--- src/rtl/multicycle_control_pkg.sv ---
// Shared definitions for the multicycle MIPS control path: opcodes, FSM state codes, datapath mux codes.
// Latency: none (constants and pure functions only).
// Backpressure: none.
package mips_pkg;

  localparam int STATE_W = 4;

  localparam logic [5:0] OP_RTYPE = 6'h00;
  localparam logic [5:0] OP_LW    = 6'h23;
  localparam logic [5:0] OP_SW    = 6'h2B;
  localparam logic [5:0] OP_BEQ   = 6'h04;
  localparam logic [5:0] OP_J     = 6'h02;
  localparam logic [5:0] OP_ADDI  = 6'h08;

  typedef enum logic [STATE_W-1:0] {
    S_FETCH    = 4'd0,
    S_DECODE   = 4'd1,
    S_MEMADR   = 4'd2,
    S_MEMRD    = 4'd3,
    S_MEMWB    = 4'd4,
    S_MEMWR    = 4'd5,
    S_EXEC     = 4'd6,
    S_RTYPE_WB = 4'd7,
    S_BRANCH   = 4'd8,
    S_JUMP     = 4'd9,
    S_ADDI_EX  = 4'd10,
    S_ADDI_WB  = 4'd11
  } state_t;

  localparam logic [1:0] ALUOP_ADD   = 2'b00;
  localparam logic [1:0] ALUOP_SUB   = 2'b01;
  localparam logic [1:0] ALUOP_FUNCT = 2'b10;

  localparam logic [1:0] ALUSRCB_B      = 2'b00;
  localparam logic [1:0] ALUSRCB_FOUR   = 2'b01;
  localparam logic [1:0] ALUSRCB_IMM    = 2'b10;
  localparam logic [1:0] ALUSRCB_IMM_SH = 2'b11;

  localparam logic [1:0] PCSRC_ALU    = 2'b00;
  localparam logic [1:0] PCSRC_ALUOUT = 2'b01;
  localparam logic [1:0] PCSRC_JUMP   = 2'b10;

  // All per-cycle datapath controls, bundled so the decode has one default.
  typedef struct packed {
    logic       pc_write;
    logic       pc_write_cond;
    logic       iord;
    logic       mem_read;
    logic       mem_write;
    logic       mem_to_reg;
    logic       ir_write;
    logic [1:0] pc_source;
    logic [1:0] alu_op;
    logic       alu_src_a;
    logic [1:0] alu_src_b;
    logic       reg_write;
    logic       reg_dst;
    logic       illegal_op;
    logic       instr_done;
  } ctrl_t;

  // True for the opcodes this control FSM knows how to sequence.
  function automatic logic op_supported(input logic [5:0] op);
    return (op == OP_RTYPE) || (op == OP_LW) || (op == OP_SW) ||
           (op == OP_BEQ) || (op == OP_J) || (op == OP_ADDI);
  endfunction

endpackage

--- src/rtl/multicycle_control_if.sv ---
// Control bundle between the main control FSM and the multicycle datapath.
// Latency: none (wires only).
// Backpressure: none; controls are asserted every cycle with no handshake.
interface multicycle_control_if;
  logic [5:0] opcode;
  logic       PCWrite;
  logic       PCWriteCond;
  logic       IorD;
  logic       MemRead;
  logic       MemWrite;
  logic       MemtoReg;
  logic       IRWrite;
  logic [1:0] PCSource;
  logic [1:0] ALUOp;
  logic       ALUSrcA;
  logic [1:0] ALUSrcB;
  logic       RegWrite;
  logic       RegDst;
  logic       illegal_op;
  logic       instr_done;
  logic [3:0] state;

  // Controller side: reads the opcode, drives every control.
  modport master (
    input  opcode,
    output PCWrite, PCWriteCond, IorD, MemRead, MemWrite, MemtoReg, IRWrite,
           PCSource, ALUOp, ALUSrcA, ALUSrcB, RegWrite, RegDst,
           illegal_op, instr_done, state
  );

  // Datapath side: supplies the opcode, consumes the controls.
  modport slave (
    output opcode,
    input  PCWrite, PCWriteCond, IorD, MemRead, MemWrite, MemtoReg, IRWrite,
           PCSource, ALUOp, ALUSrcA, ALUSrcB, RegWrite, RegDst,
           illegal_op, instr_done, state
  );
endinterface

--- src/rtl/multicycle_control.sv ---
// Main control FSM of the multicycle MIPS CPU (fetch/decode/execute/mem/writeback sequencing).
// Latency: lw 5, sw/R/addi 4, beq/j 3, illegal 2 cycles from FETCH; controls decode from current state.
// Backpressure: none; memory is single-cycle and the FSM never stalls.
module multicycle_control
  import mips_pkg::*;
(
  input logic                 clk,
  input logic                 rst,
  multicycle_control_if.master bus
);

  state_t state_q;
  state_t state_d;
  ctrl_t  ctrl;

  // State register; reset aborts any instruction in flight and restarts at FETCH.
  always_ff @(posedge clk or posedge rst) begin
    if (rst) begin
      state_q <= S_FETCH;
    end else begin
      state_q <= state_d;
    end
  end

  // Next-state sequencing; opcode only matters in DECODE and MEMADR.
  always_comb begin
    state_d = S_FETCH;
    case (state_q)
      S_FETCH:  state_d = S_DECODE;
      S_DECODE: begin
        case (bus.opcode)
          OP_LW, OP_SW: state_d = S_MEMADR;
          OP_RTYPE:     state_d = S_EXEC;
          OP_BEQ:       state_d = S_BRANCH;
          OP_J:         state_d = S_JUMP;
          OP_ADDI:      state_d = S_ADDI_EX;
          default:      state_d = S_FETCH;
        endcase
      end
      S_MEMADR:  state_d = (bus.opcode == OP_SW) ? S_MEMWR : S_MEMRD;
      S_MEMRD:   state_d = S_MEMWB;
      S_EXEC:    state_d = S_RTYPE_WB;
      S_ADDI_EX: state_d = S_ADDI_WB;
      default:   state_d = S_FETCH;
    endcase
  end

  // Output decode from state; everything is held low while reset is asserted.
  always_comb begin
    ctrl = '0;
    case (state_q)
      S_FETCH: begin
        ctrl.mem_read  = 1'b1;
        ctrl.ir_write  = 1'b1;
        ctrl.alu_src_b = ALUSRCB_FOUR;
        ctrl.pc_write  = 1'b1;
        ctrl.pc_source = PCSRC_ALU;
        ctrl.alu_op    = ALUOP_ADD;
      end
      S_DECODE: begin
        ctrl.alu_src_b  = ALUSRCB_IMM_SH;
        ctrl.alu_op     = ALUOP_ADD;
        ctrl.illegal_op = ~op_supported(bus.opcode);
      end
      S_MEMADR, S_ADDI_EX: begin
        ctrl.alu_src_a = 1'b1;
        ctrl.alu_src_b = ALUSRCB_IMM;
      end
      S_MEMRD: begin
        ctrl.mem_read = 1'b1;
        ctrl.iord     = 1'b1;
      end
      S_MEMWB: begin
        ctrl.reg_write  = 1'b1;
        ctrl.mem_to_reg = 1'b1;
        ctrl.instr_done = 1'b1;
      end
      S_MEMWR: begin
        ctrl.mem_write  = 1'b1;
        ctrl.iord       = 1'b1;
        ctrl.instr_done = 1'b1;
      end
      S_EXEC: begin
        ctrl.alu_src_a = 1'b1;
        ctrl.alu_op    = ALUOP_FUNCT;
      end
      S_RTYPE_WB: begin
        ctrl.reg_write  = 1'b1;
        ctrl.reg_dst    = 1'b1;
        ctrl.instr_done = 1'b1;
      end
      S_BRANCH: begin
        ctrl.alu_src_a     = 1'b1;
        ctrl.alu_op        = ALUOP_SUB;
        ctrl.pc_write_cond = 1'b1;
        ctrl.pc_source     = PCSRC_ALUOUT;
        ctrl.instr_done    = 1'b1;
      end
      S_JUMP: begin
        ctrl.pc_write   = 1'b1;
        ctrl.pc_source  = PCSRC_JUMP;
        ctrl.instr_done = 1'b1;
      end
      S_ADDI_WB: begin
        ctrl.reg_write  = 1'b1;
        ctrl.instr_done = 1'b1;
      end
      default: ctrl = '0;
    endcase
    if (rst) begin
      ctrl = '0;
    end
  end

  assign bus.PCWrite     = ctrl.pc_write;
  assign bus.PCWriteCond = ctrl.pc_write_cond;
  assign bus.IorD        = ctrl.iord;
  assign bus.MemRead     = ctrl.mem_read;
  assign bus.MemWrite    = ctrl.mem_write;
  assign bus.MemtoReg    = ctrl.mem_to_reg;
  assign bus.IRWrite     = ctrl.ir_write;
  assign bus.PCSource    = ctrl.pc_source;
  assign bus.ALUOp       = ctrl.alu_op;
  assign bus.ALUSrcA     = ctrl.alu_src_a;
  assign bus.ALUSrcB     = ctrl.alu_src_b;
  assign bus.RegWrite    = ctrl.reg_write;
  assign bus.RegDst      = ctrl.reg_dst;
  assign bus.illegal_op  = ctrl.illegal_op;
  assign bus.instr_done  = ctrl.instr_done;
  assign bus.state       = state_q;

endmodule

--- src/flat_wrapper.sv ---
// flat-port wrapper written by rule: the top's interface ports become plain ports
module multicycle_control_flat import mips_pkg::*;
  (clk, rst, bus_opcode, bus_PCWrite, bus_PCWriteCond, bus_IorD, bus_MemRead, bus_MemWrite, bus_MemtoReg, bus_IRWrite, bus_PCSource, bus_ALUOp, bus_ALUSrcA, bus_ALUSrcB, bus_RegWrite, bus_RegDst, bus_illegal_op, bus_instr_done, bus_state);
  multicycle_control_if bus_i ();
  input logic clk;
  input logic rst;
  input wire logic [$bits(bus_i.opcode)-1:0] bus_opcode;
  output wire logic [$bits(bus_i.PCWrite)-1:0] bus_PCWrite;
  output wire logic [$bits(bus_i.PCWriteCond)-1:0] bus_PCWriteCond;
  output wire logic [$bits(bus_i.IorD)-1:0] bus_IorD;
  output wire logic [$bits(bus_i.MemRead)-1:0] bus_MemRead;
  output wire logic [$bits(bus_i.MemWrite)-1:0] bus_MemWrite;
  output wire logic [$bits(bus_i.MemtoReg)-1:0] bus_MemtoReg;
  output wire logic [$bits(bus_i.IRWrite)-1:0] bus_IRWrite;
  output wire logic [$bits(bus_i.PCSource)-1:0] bus_PCSource;
  output wire logic [$bits(bus_i.ALUOp)-1:0] bus_ALUOp;
  output wire logic [$bits(bus_i.ALUSrcA)-1:0] bus_ALUSrcA;
  output wire logic [$bits(bus_i.ALUSrcB)-1:0] bus_ALUSrcB;
  output wire logic [$bits(bus_i.RegWrite)-1:0] bus_RegWrite;
  output wire logic [$bits(bus_i.RegDst)-1:0] bus_RegDst;
  output wire logic [$bits(bus_i.illegal_op)-1:0] bus_illegal_op;
  output wire logic [$bits(bus_i.instr_done)-1:0] bus_instr_done;
  output wire logic [$bits(bus_i.state)-1:0] bus_state;
  assign bus_i.opcode = bus_opcode;
  assign bus_PCWrite = bus_i.PCWrite;
  assign bus_PCWriteCond = bus_i.PCWriteCond;
  assign bus_IorD = bus_i.IorD;
  assign bus_MemRead = bus_i.MemRead;
  assign bus_MemWrite = bus_i.MemWrite;
  assign bus_MemtoReg = bus_i.MemtoReg;
  assign bus_IRWrite = bus_i.IRWrite;
  assign bus_PCSource = bus_i.PCSource;
  assign bus_ALUOp = bus_i.ALUOp;
  assign bus_ALUSrcA = bus_i.ALUSrcA;
  assign bus_ALUSrcB = bus_i.ALUSrcB;
  assign bus_RegWrite = bus_i.RegWrite;
  assign bus_RegDst = bus_i.RegDst;
  assign bus_illegal_op = bus_i.illegal_op;
  assign bus_instr_done = bus_i.instr_done;
  assign bus_state = bus_i.state;
  multicycle_control u_core (.clk(clk), .rst(rst), .bus(bus_i));
endmodule
--- config.mk ---
export PLATFORM = sky130hd
export DESIGN_NAME = multicycle_control_flat
export DESIGN_NICKNAME = d
export VERILOG_FILES = /design/src/rtl/multicycle_control_pkg.sv /design/src/rtl/multicycle_control_if.sv /design/src/rtl/multicycle_control.sv /design/src/flat_wrapper.sv
export SDC_FILE = /design/constraint.sdc
export NUM_CORES = 1
export LEC_CHECK = 0
export BUFFER_PORTS_ARGS = -buffer_cell sky130_fd_sc_hd__buf_2
export CORE_UTILIZATION = 28
export DETAILED_ROUTE_END_ITERATION = 16
export GPL_TIMING_DRIVEN = 0
export MAX_ROUTING_LAYER = met4
export PLACE_DENSITY = 0.62
export SLEW_MARGIN = 20
export SYNTH_ARGS = -nofsm -noshare
export SYNTH_HDL_FRONTEND = slang
export SYNTH_SLANG_ARGS = --single-unit
--- constraint.sdc ---
create_clock -name clk -period 2.15 [get_ports clk]
set_input_delay 0.215 -clock clk [delete_from_list [all_inputs] [get_ports clk]]
set_output_delay 0.215 -clock clk [all_outputs]
set_load 0.02 [all_outputs]
==> flow_metrics.env, run 1 <==
export IMPL_io_pins=30
export IMPL_fin_skew_ps=6.281
export IMPL_grt_max_degree=11
export IMPL_cap_violations=0
export IMPL_grt_pass1_wl_um=2332
export IMPL_worst_path_largest_cell_delay_ps=450
export IMPL_crit_chain="clkbuf_1 > or3_1 > nor2_1 > buf_4 > buf_2"
export IMPL_worstReg2RegEnd="u_core.bus.state[2]$_DFF_PP0_"
export IMPL_netlist_area_um2=510.5
export IMPL_track_usage_pct=16.27
export IMPL_rows=15
export IMPL_coreArea_um2=1727
export IMPL_diodes=0
export IMPL_fin_hold_ws_ps=136.3
export IMPL_clock_latency_ps=240
export IMPL_yosysWarnings=0
export IMPL_slew_headroom_pct=65.86
export IMPL_antenna_found_initial=0
export IMPL_initial_utilization_pct=29.57
export IMPL_avgRoutedWirePerCell_um=11.12
export IMPL_first_pass_iters=3
export IMPL_clk_pin_slew_ps=40
export IMPL_end_kind="primary output"
export IMPL_p_per_area_nw_per_um2=808.0
export IMPL_rrSetupSlack_ps=710
export IMPL_ant_nets=0
export IMPL_postSynthAreaPerCell_um2=6.899
export IMPL_slowest_stage="or3_1"
export IMPL_area_growth_synth_to_final_pct=38.97
export IMPL_ys_seq_area_share_pct=19.61
export IMPL_rr_startpoint="u_core.bus.state[0]$_DFF_PP0_"
export IMPL_grt_pass1_vias=529
export IMPL_die_area_um2=1998
export IMPL_rsz0062_at_grt="no"
export IMPL_path_class="register to primary output"
export IMPL_fillCellCount=204
export IMPL_crit_cells=5
export IMPL_worst_pin_slew_ps=512.1
export IMPL_overflow=0
export IMPL_ys_types=34
export IMPL_vias_per_cell=4.893
export IMPL_crit_family="simple AND/OR/NAND/NOR gates"
export IMPL_hold_viol=0
export IMPL_place_congestion=0.7795
export IMPL_postLayoutCellArea_um2=709.4
export IMPL_cts_tree="done"
export IMPL_endpoint="bus_PCSource[0]"
export IMPL_period_needed_ps=1959
export IMPL_synth_nets=82
export IMPL_numCtsBuffers=3
export IMPL_finalCritPeriodShare_pct=91.13
export IMPL_drtIter0Drc=3
export IMPL_largest_reg_flops=4
export IMPL_route_vias_total=641
export IMPL_finalSetupTns_ps=0
export IMPL_htree_levels=1
export IMPL_syn_instance_count=74
export IMPL_cts_sinks=4
export IMPL_clock_fmax_mhz=510.4
export IMPL_fin_util_pct=41.09
export IMPL_final_layout_size_suffix_gt1_share_pct=35.85
export IMPL_final_max_slew_viol_count=0
export IMPL_wl_um=1457
export IMPL_post_cts_setup_buffer_count=0
export IMPL_die_height_um=44.70
export IMPL_reg2regPathDepth=3
export IMPL_io_buffers=29
export IMPL_hp_class="primary input to asynchronous set/reset pin"
export IMPL_drc=0
export IMPL_peakVddDrop_v=0.0004730
export IMPL_p_leak_nw=0.3413
export IMPL_cp_start_kind="register"
export IMPL_place_area_um2=686.9
export IMPL_crit_start="u_core.bus.state[0]$_DFF_PP0_"
export IMPL_setup_viol=0
export IMPL_clock_path_buffers=2
export IMPL_cts_root_buf="clkbuf_4"
export IMPL_cts_hold_buffers_added=0
export IMPL_cts_resized=0
export IMPL_dp_hpwl_um=1111
export IMPL_status="completed"
export IMPL_ys_ff_latch=4
export IMPL_crit_required_ps=1930
export IMPL_path_buf_inv=3
export IMPL_die_w_um=44.70
export IMPL_cp_max_fo=10
export IMPL_crit_arrival_ps=1740
export IMPL_finalNetCount=116
-- report_power, final --
group          switching (W)  leakage, nW  internal, W
clock network      0.0000322       0.0138    0.0000625
logic               0.000234        0.274     0.000137
registers          0.0000164       0.0532    0.0000911
-- per-layer routing --
layer  routed length, µm  track usage [%]
met1                 686            20.15
met2                 681            25.88
met3                  88            6.400
met4                   0            1.818
met5                   0                -
-- through the flow --
| step | worst slack, ps | power [W] | cells |
|---|---|---|---|
| finish | 190.7 | 0.0005732 | 131 |
| global route | 28.97 | 0.0006268 | 131 |
| CTS | 163.3 | 0.0005777 | 131 |
| detailed placement | 428.1 | 0.0004770 | 128 |
| global placement | 410.9 | 0.0004740 | 128 |
| floorplan | 281.8 | 0.0003741 | 74 |
-- cells in the mapped netlist (all sizes together) --
| library cell | instances | area, µm² |
|---|---|---|
| nor3 | 9 | 45.04 |
| nor2 | 7 | 26.28 |
| nand2 | 6 | 22.52 |
| clkbuf | 5 | 18.77 |
| dfrtp | 4 | 100.1 |
| nand2b | 4 | 25.02 |
| nor4 | 4 | 25.02 |
| inv | 3 | 11.26 |
| o21ai | 3 | 15.01 |
| a21oi | 2 | 10.01 |
| and3 | 2 | 13.77 |
| buf | 2 | 12.51 |
| nand3 | 2 | 10.01 |
| o21a | 2 | 15.01 |
| or3b | 2 | 17.52 |
| xnor2 | 2 | 17.52 |
| a2111oi | 1 | 15.01 |
| a211o | 1 | 8.760 |
| a21o | 1 | 7.510 |
| a41oi | 1 | 8.760 |
| maj3 | 1 | 10.01 |
| nand3b | 1 | 7.510 |
| nand4 | 1 | 6.260 |
| nor3b | 1 | 7.510 |
| nor4b | 1 | 8.760 |
| o2111ai | 1 | 8.760 |
| o22ai | 1 | 6.260 |
| o32ai | 1 | 8.760 |
| or2 | 1 | 6.260 |
| or3 | 1 | 6.260 |
| xor2 | 1 | 8.760 |
-- placed cells by master, fill, tap and decap left out, types with 2 or more instances in the layout --
| cell type | synthesis | routed |
|---|---|---|
| buf_2 | 1 | 30 |
| nor3_1 | 9 | 9 |
| nor2_1 | 7 | 7 |
| nand2_1 | 6 | 6 |
| clkbuf_1 | 5 | 5 |
| nand2b_1 | 4 | 4 |
| nor4_1 | 4 | 4 |
| dfrtp_1 | 4 | 4 |
| inv_1 | 3 | 3 |
| o21ai_0 | 3 | 3 |
| clkbuf_4 | 0 | 3 |
| nand3_1 | 2 | 2 |
| o21a_1 | 2 | 2 |
| xnor2_1 | 2 | 2 |
| a21oi_1 | 2 | 2 |
-- cells by family (layout without fill, tap and decap cells) --
group / after synthesis / in the layout / synth area share [%]
adder cells (fa/ha/maj): 1 / 1 / 1.961
XOR/XNOR: 3 / 3 / 5.148
flip-flops: 4 / 4 / 19.61
AO/OA/AOI/OAI: 14 / 14 / 20.34
AND/OR/NAND/NOR: 42 / 42 / 44.61
buffers and inverters: 10 / 42 / 8.333
-- cell type report --
| type | count | area, µm² | share of cell area (%) |
|---|---|---|---|
| repair buffers | 29 | 145.1 | 20.46 |
| clock buffers | 3 | 22.52 | 3.175 |
| multi-input cells | 60 | 367.9 | 51.85 |
| inverters | 3 | 11.26 | 1.587 |
| well taps | 25 | 31.28 | 4.409 |
| flip-flops and latches | 4 | 100.1 | 14.11 |
| plain buffers | 7 | 31.28 | 4.409 |
-- tightest hold or removal path: stages --
cell and delay [ps]:
buf_2 110, clkbuf_1 190, inv_1 220
-- worst min-delay path by stage --
stage | from | to | slack, ps | cells after the start
final | rst | u_core.bus.state[3]$_DFF_PP0_ | 140 | 3
after floorplan | rst | u_core.bus.state[0]$_DFF_PP0_ | 200 | 2
after CTS | rst | u_core.bus.state[0]$_DFF_PP0_ | 130 | 3
after detailed placement | rst | u_core.bus.state[0]$_DFF_PP0_ | 390 | 3
after global routing | rst | u_core.bus.state[0]$_DFF_PP0_ | 190 | 3
after global placement | rst | u_core.bus.state[3]$_DFF_PP0_ | 370 | 3
Power figures use the tool's default switching activity.
==> run 2, diff against run 1 <==
Settings changed: MAX_ROUTING_LAYER met4 to default, SETUP_SLACK_MARGIN from default to 0.3.
==> flow_metrics.env, run 2 (synthesis results as in run 1) <==
export IMPL_status="completed"
export IMPL_antenna_found_initial=0
export IMPL_hold_viol=0
export IMPL_crit_arrival_ps=1580
export IMPL_slew_headroom_pct=74.19
export IMPL_avgRoutedWirePerCell_um=10.70
export IMPL_period_needed_ps=1796
export IMPL_place_congestion=0.7578
export IMPL_p_per_area_nw_per_um2=822.1
export IMPL_rsz0062_at_grt="yes"
export IMPL_final_cell_mix="buf_2 (27), nor3_1 (8), nand2_1 (6), nor2_1 (6)"
export IMPL_cts_root_buf="clkbuf_4"
export IMPL_cts_sinks=4
export IMPL_vias_per_cell=4.864
export IMPL_overflow=0
export IMPL_largest_reg_flops=4
export IMPL_worstReg2RegEnd="u_core.bus.state[3]$_DFF_PP0_"
export IMPL_path_class="register to primary output"
export IMPL_finalCritPeriodShare_pct=83.52
export IMPL_grt_pass1_wl_um=2173
export IMPL_coreArea_um2=1727
export IMPL_numCtsBuffers=3
export IMPL_dp_hpwl_um=1086
export IMPL_drtIter0Drc=10
export IMPL_route_vias_total=642
export IMPL_io_buffers=29
export IMPL_postLayoutCellArea_um2=762.0
export IMPL_clock_fmax_mhz=556.9
export IMPL_rr_startpoint="u_core.bus.state[0]$_DFF_PP0_"
export IMPL_fin_skew_ps=5.390
export IMPL_htree_levels=1
export IMPL_hp_class="primary input to asynchronous set/reset pin"
export IMPL_cts_tree="done"
export IMPL_rrSetupSlack_ps=850
export IMPL_cap_violations=0
export IMPL_area_growth_synth_to_final_pct=49.26
export IMPL_worst_pin_slew_ps=387.1
export IMPL_final_max_slew_viol_count=0
export IMPL_grt_pass1_vias=492
export IMPL_place_ws_ps=409.4
export IMPL_end_kind="primary output"
export IMPL_clk_pin_slew_ps=40
export IMPL_grt_max_degree=11
export IMPL_finalSetupTns_ps=0
export IMPL_rows=15
export IMPL_p_leak_nw=0.3694
export IMPL_p_total_w=0.0006264
export IMPL_finalNetCount=117
export IMPL_die_area_um2=1998
export IMPL_diodes=0
export IMPL_cp_start_kind="register"
export IMPL_crit_required_ps=1930
export IMPL_setup_viol=0
export IMPL_final_common_cell="buf_2"
export IMPL_ant_nets=0
export IMPL_wl_um=1412
export IMPL_cp_max_fo=10
export IMPL_drc=0
export IMPL_initial_utilization_pct=29.57
export IMPL_final_layout_size_suffix_gt1_share_pct=43.93
export IMPL_first_pass_iters=4
export IMPL_worst_slack_ps=354.2
export IMPL_fin_util_pct=44.13
export IMPL_die_w_um=44.70
export IMPL_reg2regPathDepth=4
export IMPL_place_area_um2=689.4
export IMPL_io_pins=30
export IMPL_track_usage_pct=14.72
export IMPL_clock_latency_ps=240
export IMPL_die_height_um=44.70
export IMPL_peakVddDrop_v=0.0003444
export IMPL_clock_path_buffers=2
-- run 2: cell types whose count changed in the layout (fill, tap and decap cells not counted), moves of 2 or more --
cell      delta
clkbuf_2     +3
buf_6        +2
buf_2        -3
buf_4        +3
clkbuf_1     -4
-- run 2: per-layer routing --
layer,routed length [µm],global-route usage [%],vias to the layer above
met2,679,24.41,21
met1,673,19.21,277
met4,14,7.273,0
met3,45,1.200,2
met5,0,0,-
li1,-,-,342
-- run 2: final cells by class --
type | instances | area [µm²]
Sequential cell | 4 | 100.1
Inverter | 3 | 11.26
Multi-Input combinational cell | 60 | 390.4
Timing Repair Buffer | 30 | 157.7
Buffer | 7 | 48.80
Fill cell | 182 | 964.7
Clock buffer | 3 | 22.52
Tap cell | 25 | 31.28
-- run 2: repair_timing --
| item | in CTS | in global routing |
|---|---|---|
| buffers inserted | 0 | 1 |
| endpoints found under the setup margin | 4 | 10 |
| hold buffers | 0 | 0 |
| cloned | 0 | 0 |
| resized for setup | 6 | 15 |
-- run 2: critical path, stage by stage (launching register included) --
cell and delay (ps):
dfrtp_1 380, buf_6 150, or3b_4 410, nor3_2 110
and3_1 160, buf_4 130
-- run 2: where the power goes --
part	leakage (nW)	internal [W]	switching, W	total (W)
clock	0.0138	0.0000625	0.0000318	0.0000943
sequential	0.0532	0.0000911	0.0000156	0.000107
combinational	0.302	0.000183	0.000243	0.000425
total	0.369	0.000336	0.000290	0.000626
-- run 2: metrics by stage --
step | std cells | hold slack, ps
6_report | 132 | 152.6
5_1_grt | 132 | 195.4
4_1_cts | 131 | 134.3
3_5_place_dp | 128 | 381.3
3_3_place_gp | 128 | 374.5
2_1_floorplan | 74 | 199.2
-- run 2: worst max-delay path by stage --
stage	to	slack [ps]	startpoint
global route	bus_illegal_op	300	u_core.bus.state[1]$_DFF_PP0_
global placement	bus_illegal_op	410	u_core.bus.state[1]$_DFF_PP0_
CTS	bus_PCWrite	290	u_core.bus.state[3]$_DFF_PP0_
finish	bus_illegal_op	350	u_core.bus.state[1]$_DFF_PP0_
detailed placement	bus_illegal_op	410	u_core.bus.state[1]$_DFF_PP0_
floorplan	bus_PCWrite	340	u_core.bus.state[3]$_DFF_PP0_
==> run 3, diff against run 2 <==
Clock period 2.15 ns to 1.8 ns, I/O delays scaled along.
==> flow_metrics.env, run 3 (synthesis results as in run 1) <==
export IMPL_status="finished, violations left"
export IMPL_violations="setup timing"
export IMPL_clock_latency_ps=230
export IMPL_hp_class="primary input to asynchronous set/reset pin"
export IMPL_cap_violations=0
export IMPL_place_congestion=0.7618
export IMPL_cts_sinks=4
export IMPL_rows=15
export IMPL_cts_tree="done"
export IMPL_grt_pass1_vias=682
export IMPL_cts_hold_buffers_added=0
export IMPL_worst_pin_slew_ps=381.7
export IMPL_overflow=0
export IMPL_final_max_slew_viol_count=0
export IMPL_finalSetupTns_ps=-2.971
export IMPL_avgRoutedWirePerCell_um=14.87
export IMPL_worst_slack_ps=-2.971
export IMPL_finalNetCount=141
export IMPL_coreArea_um2=1727
export IMPL_die_area_um2=1998
export IMPL_htree_levels=1
export IMPL_p_leak_nw=0.5451
export IMPL_final_common_cell="buf_4"
export IMPL_io_pins=30
export IMPL_crit_chain="buf_8 > or3_4 > nor2_4 > buf_6 > buf_6"
export IMPL_worstReg2RegEnd="u_core.bus.state[0]$_DFF_PP0_"
export IMPL_wl_met3_um=91
export IMPL_slowest_stage="or3_4"
export IMPL_cp_common_cell="buf_6"
export IMPL_fillCellCount=121
export IMPL_ff_latch_area_um2=105.1
export IMPL_finalCritPeriodShare_pct=100.2
export IMPL_slew_headroom_pct=74.55
export IMPL_grt_pass1_wl_um=2973
export IMPL_wl_um=2335
export IMPL_cts_root_buf="clkbuf_4"
export IMPL_crit_required_ps=1620
export IMPL_crit_family="simple AND/OR/NAND/NOR gates"
export IMPL_rsz0062_at_grt="yes"
export IMPL_first_pass_iters=4
export IMPL_worst_path_largest_cell_delay_ps=450
export IMPL_postLayoutCellArea_um2=1292
export IMPL_clock_fmax_mhz=554.6
export IMPL_diodes=0
export IMPL_area_growth_synth_to_final_pct=153.2
export IMPL_multi_input_area_um2=588.1
export IMPL_hold_viol=0
export IMPL_fin_util_pct=74.86
export IMPL_p_per_area_nw_per_um2=975.8
export IMPL_crit_arrival_ps=1620
export IMPL_dp_hpwl_um=1171
export IMPL_reg2regPathDepth=7
export IMPL_rrSetupSlack_ps=330
export IMPL_crit_cells=5
export IMPL_cp_max_fo=5
export IMPL_route_vias_total=802
export IMPL_clk_pin_slew_ps=40
export IMPL_fin_skew_ps=0.7241
export IMPL_place_area_um2=804.5
export IMPL_clock_path_buffers=2
export IMPL_die_height_um=44.70
export IMPL_vias_per_cell=5.108
export IMPL_top_layer_used="met4"
export IMPL_io_buffers=29
export IMPL_largest_reg_flops=4
export IMPL_initial_utilization_pct=29.57
export IMPL_peakVddDrop_v=0.0006155
export IMPL_met1_length_um=974
export IMPL_period_needed_ps=1803
export IMPL_die_w_um=44.70
export IMPL_setup_viol=1
export IMPL_path_buf_inv=3
export IMPL_path_class="register to primary output"
export IMPL_rr_startpoint="u_core.bus.state[1]$_DFF_PP0_"
export IMPL_end_kind="primary output"
export IMPL_antenna_found_initial=0
export IMPL_final_layout_size_suffix_gt1_share_pct=75.76
export IMPL_drc=0
export IMPL_final_cell_mix="buf_4 (28), buf_6 (15), buf_2 (11)"
export IMPL_ant_nets=0
export IMPL_wl_met2_um=1232
export IMPL_grt_max_degree=11
export IMPL_drtIter0Drc=14
export IMPL_cp_start_kind="register"
export IMPL_track_usage_pct=20.45
export IMPL_numCtsBuffers=3
run 3: worst reg2reg max path, cell delays in order, from the launching register on:
cell	delay, ps
dfrtp_2	370
buf_8	110
buf_4	120
buf_6	130
inv_2	40
buf_4	120
maj3_1	340
o22ai_1	160
run 3: area by class of cell:
type	instances	area share, %
clock buffer	4	2.033
sequential	4	8.132
buffer	7	7.164
multi-input combinational	60	45.50
inverter	3	0.8712
timing repair buffer	54	33.88
tap	25	2.420
run 3: repair_timing:
| item | in CTS | in global routing |
|---|---|---|
| setup buffers | 20 | 5 |
| endpoints found under the setup margin | 18 | 21 |
| resized for setup | 51 | 22 |
| pin swaps | 8 | 9 |
run 3: where the power goes:
group          internal, W  switching [W]
logic             0.000531       0.000468
registers         0.000112      0.0000299
clock network    0.0000832      0.0000368
total             0.000726       0.000535
run 3: worst max path at each step:
stage,start,end,slack [ps]
after floorplan,u_core.bus.state[0]$_DFF_PP0_,bus_PCSource[0],160
after global placement,u_core.bus.state[1]$_DFF_PP0_,bus_illegal_op,170
after detailed placement,u_core.bus.state[1]$_DFF_PP0_,bus_illegal_op,190
after CTS,u_core.bus.state[1]$_DFF_PP0_,bus_illegal_op,-30
after global routing,u_core.bus.state[0]$_DFF_PP0_,bus_PCSource[0],-40
final,u_core.bus.state[0]$_DFF_PP0_,bus_PCSource[0],-3
run 3: metal layers:
layer	track usage [%]	vias up
met5	0	-
met4	7.273	0
met3	1.600	6
met2	35.00	30
met1	27.05	375
li1	-	391
run 3: stage by stage:
stage / hold WS (ps) / cells / setup WS [ps] / power [W]
2_1_floorplan: 303.0 / 74 / 156.5 / 0.0005603
3_3_place_gp: 509.8 / 128 / 172.9 / 0.0006880
4_1_cts: 180.9 / 152 / -26.71 / 0.001116
5_1_grt: 242.1 / 157 / -37.47 / 0.001324
3_5_place_dp: 515.1 / 128 / 191.4 / 0.0006930
6_report: 229.0 / 157 / -2.971 / 0.001261
